[config.mk]
export PLATFORM = sky130hd
export DESIGN_NAME = alu_stream
export DESIGN_NICKNAME = d
export VERILOG_FILES = /design/src/rtl/alu_stream.sv
export SDC_FILE = /design/constraint.sdc
export NUM_CORES = 1
export LEC_CHECK = 0
export CORE_MARGIN = 2
export CORE_UTILIZATION = 57
export CTS_BUF_LIST = sky130_fd_sc_hd__clkbuf_4
export DETAILED_ROUTE_END_ITERATION = 8
export PLACE_DENSITY_LB_ADDON = 0.08
export SLEW_MARGIN = 10
export SYNTH_ARGS = -nofsm -noshare
export SYNTH_HDL_FRONTEND = slang
export SYNTH_SLANG_ARGS = --single-unit
export TNS_END_PERCENT = 20
[constraint.sdc]
create_clock -name Clock -period 10.8 [get_ports Clock]
set_input_delay 2.16 -clock Clock [delete_from_list [all_inputs] [get_ports Clock]]
set_output_delay 2.16 -clock Clock [all_outputs]
set_load 0.02 [all_outputs]
[src/rtl/alu_stream.sv]
// alu_stream: handshaked ALU with registered result and {Z,C,N,O} flags, full or half precision.
// Defining ALU_MUL_EN compiles in the multi-cycle shift-add multiplier (FunSel 16).
module alu_stream #(
    parameter int WIDTH = 16
) (
    input  logic             Clock,
    input  logic             Reset,
    input  logic             InValid,
    output logic             InReady,
    input  logic [WIDTH-1:0] A,
    input  logic [WIDTH-1:0] B,
    input  logic [4:0]       FunSel,
    input  logic             Half,
    input  logic             WF,
    output logic             OutValid,
    input  logic             OutReady,
    output logic [WIDTH-1:0] ALUOut,
    output logic [3:0]       FlagsOut,
    output logic             Busy
);
    localparam int H = WIDTH / 2;
    localparam logic [WIDTH-1:0] HALF_MASK = {{H{1'b0}}, {H{1'b1}}};
    localparam logic [WIDTH-1:0] TOP_FULL  = {1'b1, {(WIDTH-1){1'b0}}};
    localparam logic [WIDTH-1:0] TOP_HALF  = {{H{1'b0}}, 1'b1, {(H-1){1'b0}}};

    logic [WIDTH-1:0] mask, top, a_m, b_m, b_op, res;
    logic [WIDTH:0]   sum;
    logic             cin, c_flag, carry, a_top, ovf;
    logic             is_arith, is_shift, reserved, shift_out;
    logic [3:0]       sc_flags;
    logic             accept, idle, is_mul;
    logic             mul_done, mul_wf;
    logic [WIDTH-1:0] mul_res;
    logic [3:0]       mul_flags;

    logic [WIDTH-1:0] alu_out_d, alu_out_q;
    logic [3:0]       flags_d, flags_q;
    logic             out_valid_d, out_valid_q;

    assign InReady  = idle & (~out_valid_q | OutReady);
    assign accept   = InValid & InReady;
    assign ALUOut   = alu_out_q;
    assign FlagsOut = flags_q;
    assign OutValid = out_valid_q;
    assign c_flag   = flags_q[2];

    // Half mode works on the full-width datapath with the upper half masked off
    // and the sign/carry taps moved down to bit H-1 / H.
    always_comb begin
        mask      = Half ? HALF_MASK : '1;
        top       = Half ? TOP_HALF : TOP_FULL;
        a_m       = A & mask;
        b_m       = B & mask;
        a_top     = |(a_m & top);
        b_op      = (FunSel == 5'd6) ? (~B & mask) : b_m;
        cin       = (FunSel == 5'd5) ? c_flag : (FunSel == 5'd6);
        sum       = {1'b0, a_m} + {1'b0, b_op} + {{WIDTH{1'b0}}, cin};
        carry     = Half ? sum[H] : sum[WIDTH];
        is_arith  = 1'b0;
        is_shift  = 1'b0;
        reserved  = 1'b0;
        shift_out = 1'b0;
        res       = a_m;
        case (FunSel)
            5'd0:  res = a_m;
            5'd1:  res = b_m;
            5'd2:  res = ~A & mask;
            5'd3:  res = ~B & mask;
            5'd4, 5'd5, 5'd6: begin
                res      = sum[WIDTH-1:0] & mask;
                is_arith = 1'b1;
            end
            5'd7:  res = a_m & b_m;
            5'd8:  res = a_m | b_m;
            5'd9:  res = a_m ^ b_m;
            5'd10: res = ~(a_m & b_m) & mask;
            5'd11: begin res = (a_m << 1) & mask;             is_shift = 1'b1; shift_out = a_top;  end
            5'd12: begin res = a_m >> 1;                      is_shift = 1'b1; shift_out = a_m[0]; end
            5'd13: begin res = (a_m >> 1) | (a_top ? top : '0); is_shift = 1'b1; shift_out = a_m[0]; end
            5'd14: begin
                res       = ((a_m << 1) | {{(WIDTH-1){1'b0}}, c_flag}) & mask;
                is_shift  = 1'b1;
                shift_out = a_top;
            end
            5'd15: begin res = (a_m >> 1) | (c_flag ? top : '0); is_shift = 1'b1; shift_out = a_m[0]; end
            default: reserved = 1'b1;
        endcase
        ovf      = (a_top == |(b_op & top)) && (|(res & top) != a_top);
        sc_flags = {res == '0,
                    is_arith ? carry : (is_shift ? shift_out : c_flag),
                    |(res & top),
                    is_arith ? ovf : flags_q[0]};
    end

`ifdef ALU_MUL_EN
    localparam int CW = $clog2(WIDTH);
    localparam logic [CW-1:0] CNT_FULL = CW'(WIDTH - 1);
    localparam logic [CW-1:0] CNT_HALF = CW'(H - 1);

    typedef enum logic {IDLE, MUL} state_t;

    state_t               state_q, state_d;
    logic [2*WIDTH-1:0]   mcand_q, mcand_d, acc_q, acc_d, acc_nx;
    logic [WIDTH-1:0]     mplier_q, mplier_d, mmask, mtop;
    logic [CW-1:0]        cnt_q, cnt_d;
    logic                 mhalf_q, mhalf_d, mwf_q, mwf_d, mul_hi;

    assign is_mul = (FunSel == 5'd16);
    assign idle   = (state_q == IDLE);
    assign Busy   = (state_q == MUL);
    assign mul_wf = mwf_q;

    // One multiplier bit per cycle; the last iteration's sum is the product.
    always_comb begin
        state_d   = state_q;
        mcand_d   = mcand_q;
        mplier_d  = mplier_q;
        acc_d     = acc_q;
        cnt_d     = cnt_q;
        mhalf_d   = mhalf_q;
        mwf_d     = mwf_q;
        mul_done  = 1'b0;
        mmask     = mhalf_q ? HALF_MASK : '1;
        mtop      = mhalf_q ? TOP_HALF : TOP_FULL;
        acc_nx    = acc_q + (mplier_q[0] ? mcand_q : '0);
        mul_res   = acc_nx[WIDTH-1:0] & mmask;
        mul_hi    = mhalf_q ? (|acc_nx[2*WIDTH-1:H]) : (|acc_nx[2*WIDTH-1:WIDTH]);
        mul_flags = {mul_res == '0, mul_hi, |(mul_res & mtop), mul_hi};
        if (state_q == IDLE) begin
            if (accept && is_mul) begin
                state_d  = MUL;
                mcand_d  = {{WIDTH{1'b0}}, a_m};
                mplier_d = b_m;
                acc_d    = '0;
                cnt_d    = Half ? CNT_HALF : CNT_FULL;
                mhalf_d  = Half;
                mwf_d    = WF;
            end
        end else begin
            acc_d    = acc_nx;
            mcand_d  = mcand_q << 1;
            mplier_d = mplier_q >> 1;
            cnt_d    = cnt_q - CW'(1);
            if (cnt_q == '0) begin
                mul_done = 1'b1;
                state_d  = IDLE;
            end
        end
    end
`else
    assign is_mul    = 1'b0;
    assign idle      = 1'b1;
    assign Busy      = 1'b0;
    assign mul_done  = 1'b0;
    assign mul_wf    = 1'b0;
    assign mul_res   = '0;
    assign mul_flags = '0;
`endif

    always_comb begin
        alu_out_d   = alu_out_q;
        flags_d     = flags_q;
        out_valid_d = out_valid_q & ~OutReady;
        if (accept && !is_mul) begin
            alu_out_d   = res;
            out_valid_d = 1'b1;
            if (WF && !reserved) flags_d = sc_flags;
        end
        if (mul_done) begin
            alu_out_d   = mul_res;
            out_valid_d = 1'b1;
            if (mul_wf) flags_d = mul_flags;
        end
    end

    always_ff @(posedge Clock or negedge Reset) begin
        if (!Reset) begin
            alu_out_q   <= '0;
            flags_q     <= 4'b0000;
            out_valid_q <= 1'b0;
`ifdef ALU_MUL_EN
            state_q     <= IDLE;
            mcand_q     <= '0;
            mplier_q    <= '0;
            acc_q       <= '0;
            cnt_q       <= '0;
            mhalf_q     <= 1'b0;
            mwf_q       <= 1'b0;
`endif
        end else begin
            alu_out_q   <= alu_out_d;
            flags_q     <= flags_d;
            out_valid_q <= out_valid_d;
`ifdef ALU_MUL_EN
            state_q     <= state_d;
            mcand_q     <= mcand_d;
            mplier_q    <= mplier_d;
            acc_q       <= acc_d;
            cnt_q       <= cnt_d;
            mhalf_q     <= mhalf_d;
            mwf_q       <= mwf_d;
`endif
        end
    end
endmodule

Word level (Yosys, flattened, before mapping)
Index checks and enable logic that the tools add are counted.

operators by class
  add/sub/neg operators = 2
  equality and inequality tests = 17
  muxes and demuxes = 14
  bitwise gates (word level) = 25
  reductions and logical operators = 16

operator list
  kind                  count
  $pmux W16 S13         1
  $and A16 B16 Y16      12
  $mux W16              5
  $reduce_or A16 Y1     4
  $not A16 Y16          3
  $eq A5 B4 Y1 const B  8
  $or A15 B16 Y16       2
  $eq A5 B3 Y1 const B  4
  $add A16 B16 Y17      1
  $add A17 B1 Y17       1
  $logic_not A16 Y1     1
  $or A16 B1 Y16        1
  $or A16 B16 Y16       1
  $xor A16 B16 Y16      1
  $eq A5 B2 Y1 const B  2
  $mux W1               7
  $reduce_and A3 Y1     2
  $reduce_or A3 Y1      2
  $eq A5 B1 Y1 const B  1
  $logic_not A5 Y1      1
  $reduce_or A5 Y1      1
  $and A1 B1 Y1         2
  $logic_and A1 B1 Y1   2
  $not A1 Y1            2
  other kinds (7)       7

word-level totals
  flip-flop bits (word level) = 21
  input port bits = 43
  output and inout bits = 23
  logic and storage cells = 79

Logic depth before layout (Yosys ltp)
  depth in word-level cells = 11
  depth in mapped cells = 17

Worst setup path after synthesis
Ideal clock, no wire load.

  path type = input-to-reg
  from = input port FunSel[2]
  to = register flags_q[3], in the netlist FlagsOut[3]
  library setup time = 0.077 ns
  arrival = 6.329 ns
  data required time = 10.723 ns
  path slack = 4.394 ns
  stages = 17
  path through = buf_2 nor3b_1 nand2_1 clkbuf_1 xnor2_1 fa_1 inv_1 fa_1 nor2b_1 o31a_1 o21ai_0 o221ai_1 xor2_1 a211o_1 or4_1 or4_1 o21ai_1

on the way
  word-level cells in the longest chain between the ends = 7
  elaborated cells between the ends (all ways) = 27
  classes of those cells = 2 x add/sub; 15 x eq/ne; 3 x mux; 1 x bitwise; 6 x reduce/logical

RTL lines
  what                  RTL line    text
  from (decl)           12          input logic [4:0] FunSel,
  $eq A5 B3 Y1          55, 56, 64
  $mux W16              55          b_op = (FunSel == 5'd6) ? (~B & mask) : b_m;
  $add A16 B16 Y17      57          sum = {1'b0, a_m} + {1'b0, b_op} + {{WIDTH{1'b0}}, cin};
  $add A17 B1 Y17       57
  $and A16 B16 Y16      70          res = sum[WIDTH-1:0] & mask;
  $pmux W16 S13         64          case (FunSel)
  $logic_not A16 Y1     89          sc_flags = {res == '0,
  to (signal assigned)  192         flags_q <= flags_d;
  to (decl)             37          logic [3:0] flags_d, flags_q;

Several ways; a longest one is shown, not always the timed one.
A chain may end at the register's enable or synchronous reset.

Final worst setup path
  from = input port FunSel[1]
  to = register flags_q[3], in the netlist FlagsOut[3]

The elaborated chain is that of the path after synthesis.

==> qor.txt <==
Leakage Power = 2.04 nW
GR peak layer = met2
Critical Path RT = 11.05 ns
Clock sinks = 21
Worst Reg-to-Reg Cells = 12
Synth-to-Final Area Change = 17.3%
Synthesized instance count = 562
Drt pass-1 iters = 7
Max_cap viols = 0
HPWL after DPL = 10800 um
CTS Buf Count = 3
CTS tree = done
Std-Cell Rows = 30
Sequential-to-total area share from yosys stat = 13.0%
Core Area = 0.00683 mm^2
Setup CP Type = in -> reg
Routed len/inst = 20.9 um
Root buf cell = clkbuf_4
First-pass GRT wire length = 22400 um
Pins Over Slew Limit = 0
DIE AREA = 0.00778 mm^2
Rel. slew slack = 34.4%
TNS Setup = 0 ns
Synth warn = 0
Crit-path max FO = 24
Final instance area = 0.00474 mm^2
Tot GR Track Use = 37.2%
Reg2reg start = FlagsOut[2]
Vias in the first global route = 4582
Netlist cell types = 69
Clock-pin slew on the worst setup and hold paths = 0.12 ns
DRT antenna net count = 0
Initial drt markers = 635
Initial core utilization = 59.1%
Top Ports = 66
Final hold violations = 0
Maximum vdd drop = 0.0000829 V
Max Fclk = 0.126 GHz
Fin nets = 697
H-tree levels = 1
Avg Inst Size Synth = 7.19 um^2
Fin crit period = 7.95 ns
Met2 Track Usage GR = 62.7%
Critical path startpoint category = input pin
Seq cells post-synth = 21
Status = finished clean
Top_reg_cell synth = dfrtp_1
Vias = 4802
Die Height = 88.2 um
Final setup fails = 0
Clk_skew = 0.0134 ns
Initial antenna violation count = 0
GPL Wtd Cong = 1.05
Measured slew at the worst slew-check pin = 0.981 ns
FF-to-FF setup slack = 6.79 ns
Placed cell area = 0.00471 mm^2
# diodes = 0
Critical path endpoint category = flop
Met1 Use GR = 44.8%
Post-CTS Setup Repair Bufs = 0
Critical path arrival = 8.20 ns
EDFF count, synth = 0
Clock Latency Late Sink = 0.31 ns
WL final = 14600 um
Hold crit path type = reg -> reg
Largest net degree at the start of global routing = 30
# hold bufs at CTS = 0
DRC viols = 0
Die width = 88.2 um
Layout cell share with drive strength beyond 1 = 4.47%
Remaining Overflow, GRT = 0
Ys async rst share = 100%
RSZ-0062 raised after global routing = false
Number of port buffers = 64
Clk buf depth = 2
Met3 usage = 6.22%
Hold EP = ALUOut[0]
Vias per Instance = 6.86
HP Start = ALUOut[0]
Resized Gates After CTS = 0
Synthesized cell area = 0.00404 mm^2
Syn nets = 654
End of the worst register-to-register path = FlagsOut[3]
Hold path cells = 2
Fin crit share = 73.6%
Pwr Density = 75.2 mW/mm^2
## logic make-up after synthesis
family                   share of synthesized area [%]
AO/OA/AOI/OAI                                     30.5
XOR/XNOR                                          6.50
adder cells (fa/ha/maj)                           15.5
buffers and inverters                             7.46
flip-flops                                        13.0
multiplexers                                      3.50
other                                           0.0928
AND/OR/NAND/NOR                                   23.4
## sequential cells by signal, summed over array words and instances, names as in the netlist
name,cells
ALUOut,16
FlagsOut,4
OutValid,1
## Yosys cell counts (all sizes together), types with 5 or more instances
master   instances  area [um^2]
a2111oi          7         61.3
a21o             5         37.5
a21oi           31          159
a221oi           9         78.8
a31oi            8         50.1
and2             9         58.8
buf             11         61.3
clkbuf          22         82.6
dfrtp           21          526
ha              47          588
inv             41          154
mux2             9          101
nand2           56          210
nand3           13         65.1
nand4            7         43.8
nor2            54          205
nor2b           16          100
nor3            13         65.1
o211ai           7         52.6
o21ai           36          180
o221ai          10         87.6
o22ai           16          100
xnor2           16          140
xor2            14          123
## through the flow
step / power (mW) / utilization (%) / instances / hold WS, ns / setup slack [ns]
finish: 0.356 / 69.4 / 700 / 0.493 / 2.85
global route: 0.377 / 69.4 / 700 / 0.520 / 2.57
CTS: 0.351 / 69.4 / 700 / 0.497 / 3.02
detailed placement: 0.311 / 68.9 / 696 / 0.472 / 2.71
global placement: 0.306 / 68.9 / 696 / 0.468 / 2.89
floorplan: 0.226 / - / 562 / 0.590 / 4.39
## worst max-delay path by stage
| stage | startpoint | slack (ns) | to |
|---|---|---|---|
| finish | FunSel[1] | 2.85 | FlagsOut[3] |
| global placement | FunSel[1] | 2.89 | FlagsOut[3] |
| global route | FunSel[1] | 2.57 | FlagsOut[3] |
| CTS | FunSel[1] | 3.02 | FlagsOut[3] |
| floorplan | FunSel[2] | 4.39 | FlagsOut[3] |
| detailed placement | FunSel[1] | 2.71 | FlagsOut[3] |
## routing by layer
layer	vias up	share of wire (%)
met5	-	0
met4	0	5.6
met3	81	11
met2	370	46
met1	2189	37
li1	2162	-
## critical path, cell delays in order
cell and delay (ns):
clkdlybuf4s50_1 1.12, nor2b_1 0.56, nand2_1 0.73, xnor2_1 0.45, ha_1 0.29, a211oi_1 0.45, o21ai_0 0.34, and3b_1 0.29
nor3_1 0.24, xnor2_1 0.09, a2111oi_0 0.75, nor2_1 0.12, or4_1 0.51, o21ai_1 0.08
## power by group
part / leakage, nW / switching, mW / internal (mW) / total (mW)
Combinational: 1.76 / 0.125 / 0.0917 / 0.216
Sequential: 0.262 / 0.00731 / 0.0916 / 0.0989
Clock: 0.0184 / 0.0242 / 0.0170 / 0.0411
Total: 2.04 / 0.156 / 0.200 / 0.356
## final cells by class
class	instances	area, um^2
repair buffers	71	693
multi-input cells	466	3210
flip-flops and latches	21	526
well taps	96	120
fillers	610	2090
inverters	42	158
clock buffers	4	30.0
## placed cells by master, fill, tap and decap left out, drive strengths merged, types with 10 or more instances in the layout
cell            n
clkdlybuf4s50  64
o22ai          16
o21ai          36
o221ai         10
nor2           54
nand2          56
ha             47
a21oi          31
xnor2          16
xor2           14
nor3           13
dfrtp          21
inv            41
nand3          13
nor2b          16
No activity file was read; power rests on OpenSTA's default activity.
==> RTL change, RTL diff (config.mk and constraints unchanged) <==
Change the parameter `WIDTH` from 16 to 12.
--- a/src/rtl/alu_stream.sv
+++ b/src/rtl/alu_stream.sv
@@ -3,3 +3,3 @@
 module alu_stream #(
-    parameter int WIDTH = 16
+    parameter int WIDTH = 12
 ) (
Ports: changed (resized A, ALUOut and B); port bits go from 66 to 54. No check against the original RTL was run, so the function may have changed too.
==> RTL change against the original RTL <==
  * Clock skew decreased by 12 ps
  * Routed wire length decreased by 21%
  * Design area down 18%
  * Setup slack improved by 670 ps
  * Power down 18%
  * Synthesized area down 18%
  * Die area shrank 17%
  * Synthesized cell count fell by 21%
  * Register-to-register slack better by 410 ps
  * Hold slack worse by 7.7 ps
  * Via count down 19%
  * Sequential cell count down 4
==> RTL change: results (changes against the original RTL) <==
metric,value,unit,change
status,completed,,
number of warnings issued by yosys,0,,unchanged
Post-Place Setup Slack,3299,ps,+586.9 ps
1st-pass router iterations,8,,+1
hpwl dp,8650,um,-20%
final net count,557,,-20%
Unique masters post-synth,74,,+7.2%
worst slew margin relative to its limit,41.59,%,+7.2 points
count of input and output buffers,52,,-19%
register-to-register setup slack,7200,ps,+410 ps
total inserted antenna cells,0,,unchanged
pin count of the biggest net entering global routing,25,,-17%
reg2reg start,FlagsOut[2],,
CTS buffer count,3,,unchanged
register area share after synthesis,12.85,%,-0.16 points
number of buffers inserted to repair setup after CTS,0,,unchanged
flip-flop count of the largest register after layout,12,,-4
antenna violations before repair,0,,unchanged
Crit Path Max Fanout,24,,unchanged
clock tree root driver cell,clkbuf_4,,
worst-case reg-to-reg path depth,12,,unchanged
dpl cell area,3835,um2,-19%
global placement routability congestion,1.015,,-3.7%
Hold/Removal Path Class,flip-flop to flip-flop,,
Pleak,0.001651,uW,-19%
share of cells above drive strength 1,5.992,%,+1.5 points
arrival time of data at the critical path endpoint,7480,ps,-720 ps
Commonest cells post-synth,"nor2_1 (43), ha_1 (35), nand2_1 (35), o21ai_0 (30), inv_1 (29)",,
cell types with the largest area share after synthesis,"ha_1 (13%), dfrtp_1 (13%), nor2_1 (4.9%)",,
clock latency reported for the late side of the worst-skew pair,290,ps,-20 ps
count of cells along the worst hold path,1,,-1
Hold Path Sink,ALUOut[2],,
number of H-tree levels,1,,unchanged
average wire per cell in the routed design,20.85,um,-0.18%
wire length of the first global-routing pass,18100,um,-19%
vias in the first global route,3514,,-23%
syn_nets,518,,-21%
DRC marker count from the first detailed-route iteration,510,,-20%
post-cts resize count,0,,unchanged
Worst Skew,1.301,ps,-12.14 ps
launch point of the worst hold path,ALUOut[2],,
vias per cell,6.953,,+1.4%
CTS clock-pin slew for the worst setup and hold paths,90,ps,-30 ps
total global routing track utilization,36.55,%,-0.61 points
peak supply drop,0.09593,mV,+16%
"Primary FF master, synth",dfrtp_1,,
Bufs on Longest Clock Path,2,,unchanged
worst reg2reg path endpoint,FlagsOut[3],,
-- RTL change: layout make-up --
type | count | area (um2)
Sequential cell | 17 | 425.4
Tap cell | 72 | 90.09
Timing Repair Buffer | 56 | 550.5
Inverter | 31 | 118.9
Clock buffer | 4 | 30.03
Multi-Input combinational cell | 376 | 2650
Fill cell | 502 | 1709
-- RTL change: report_power, final --
group,switching [uW],internal [uW]
Combinational,101,74.8
Sequential,7.71,74.0
Clock,19.4,16.9
-- RTL change: kinds of logic after synthesis --
logic type	count (synthesis)	share of synthesized area [%]
other	1	0.1133
AND/OR/NAND/NOR	161	24.79
adder cells (fa/ha/maj)	37	14.44
XOR/XNOR	24	6.349
flip-flops	17	12.85
AO/OA/AOI/OAI	144	31.44
multiplexers	9	2.910
buffers and inverters	53	7.105
-- RTL change: metal layers --
layer	part of all wire [%]	track usage, %
met5	0	0
met4	4.3	17.80
met3	13	7.303
met2	46	58.25
met1	37	46.99
-- RTL change: stage by stage --
stage               cells  power [uW]  util, %  hold WS [ps]
CTS                   556       290.7    69.34         486.6
floorplan             446       186.2        -         589.9
finish                556       293.4    69.34         485.6
global route          556       312.8    69.34         492.6
detailed placement    552       253.7    68.80         464.6
global placement      552       251.1    68.80         461.1
-- RTL change: critical path: stages --
cell	delay, ps
clkdlybuf4s50_1	840
nor2b_1	720
nand2_1	680
xnor2_1	310
fa_1	470
fa_1	450
a21o_1	210
a221oi_1	330
mux2i_1	170
nor3_1	210
o211ai_1	120
a2111oi_0	390
nand3_1	170
o31ai_2	230
-- RTL change: worst max path at each step --
stage / depth (start not counted) / end / slack [ps] / from
floorplan: 15 / FlagsOut[3] / 4980 / FunSel[4]
finish: 14 / FlagsOut[3] / 3520 / FunSel[0]
global placement: 14 / FlagsOut[3] / 3620 / FunSel[0]
detailed placement: 14 / FlagsOut[3] / 3300 / FunSel[0]
global route: 14 / FlagsOut[3] / 3080 / FunSel[0]
CTS: 14 / FlagsOut[3] / 3620 / FunSel[0]
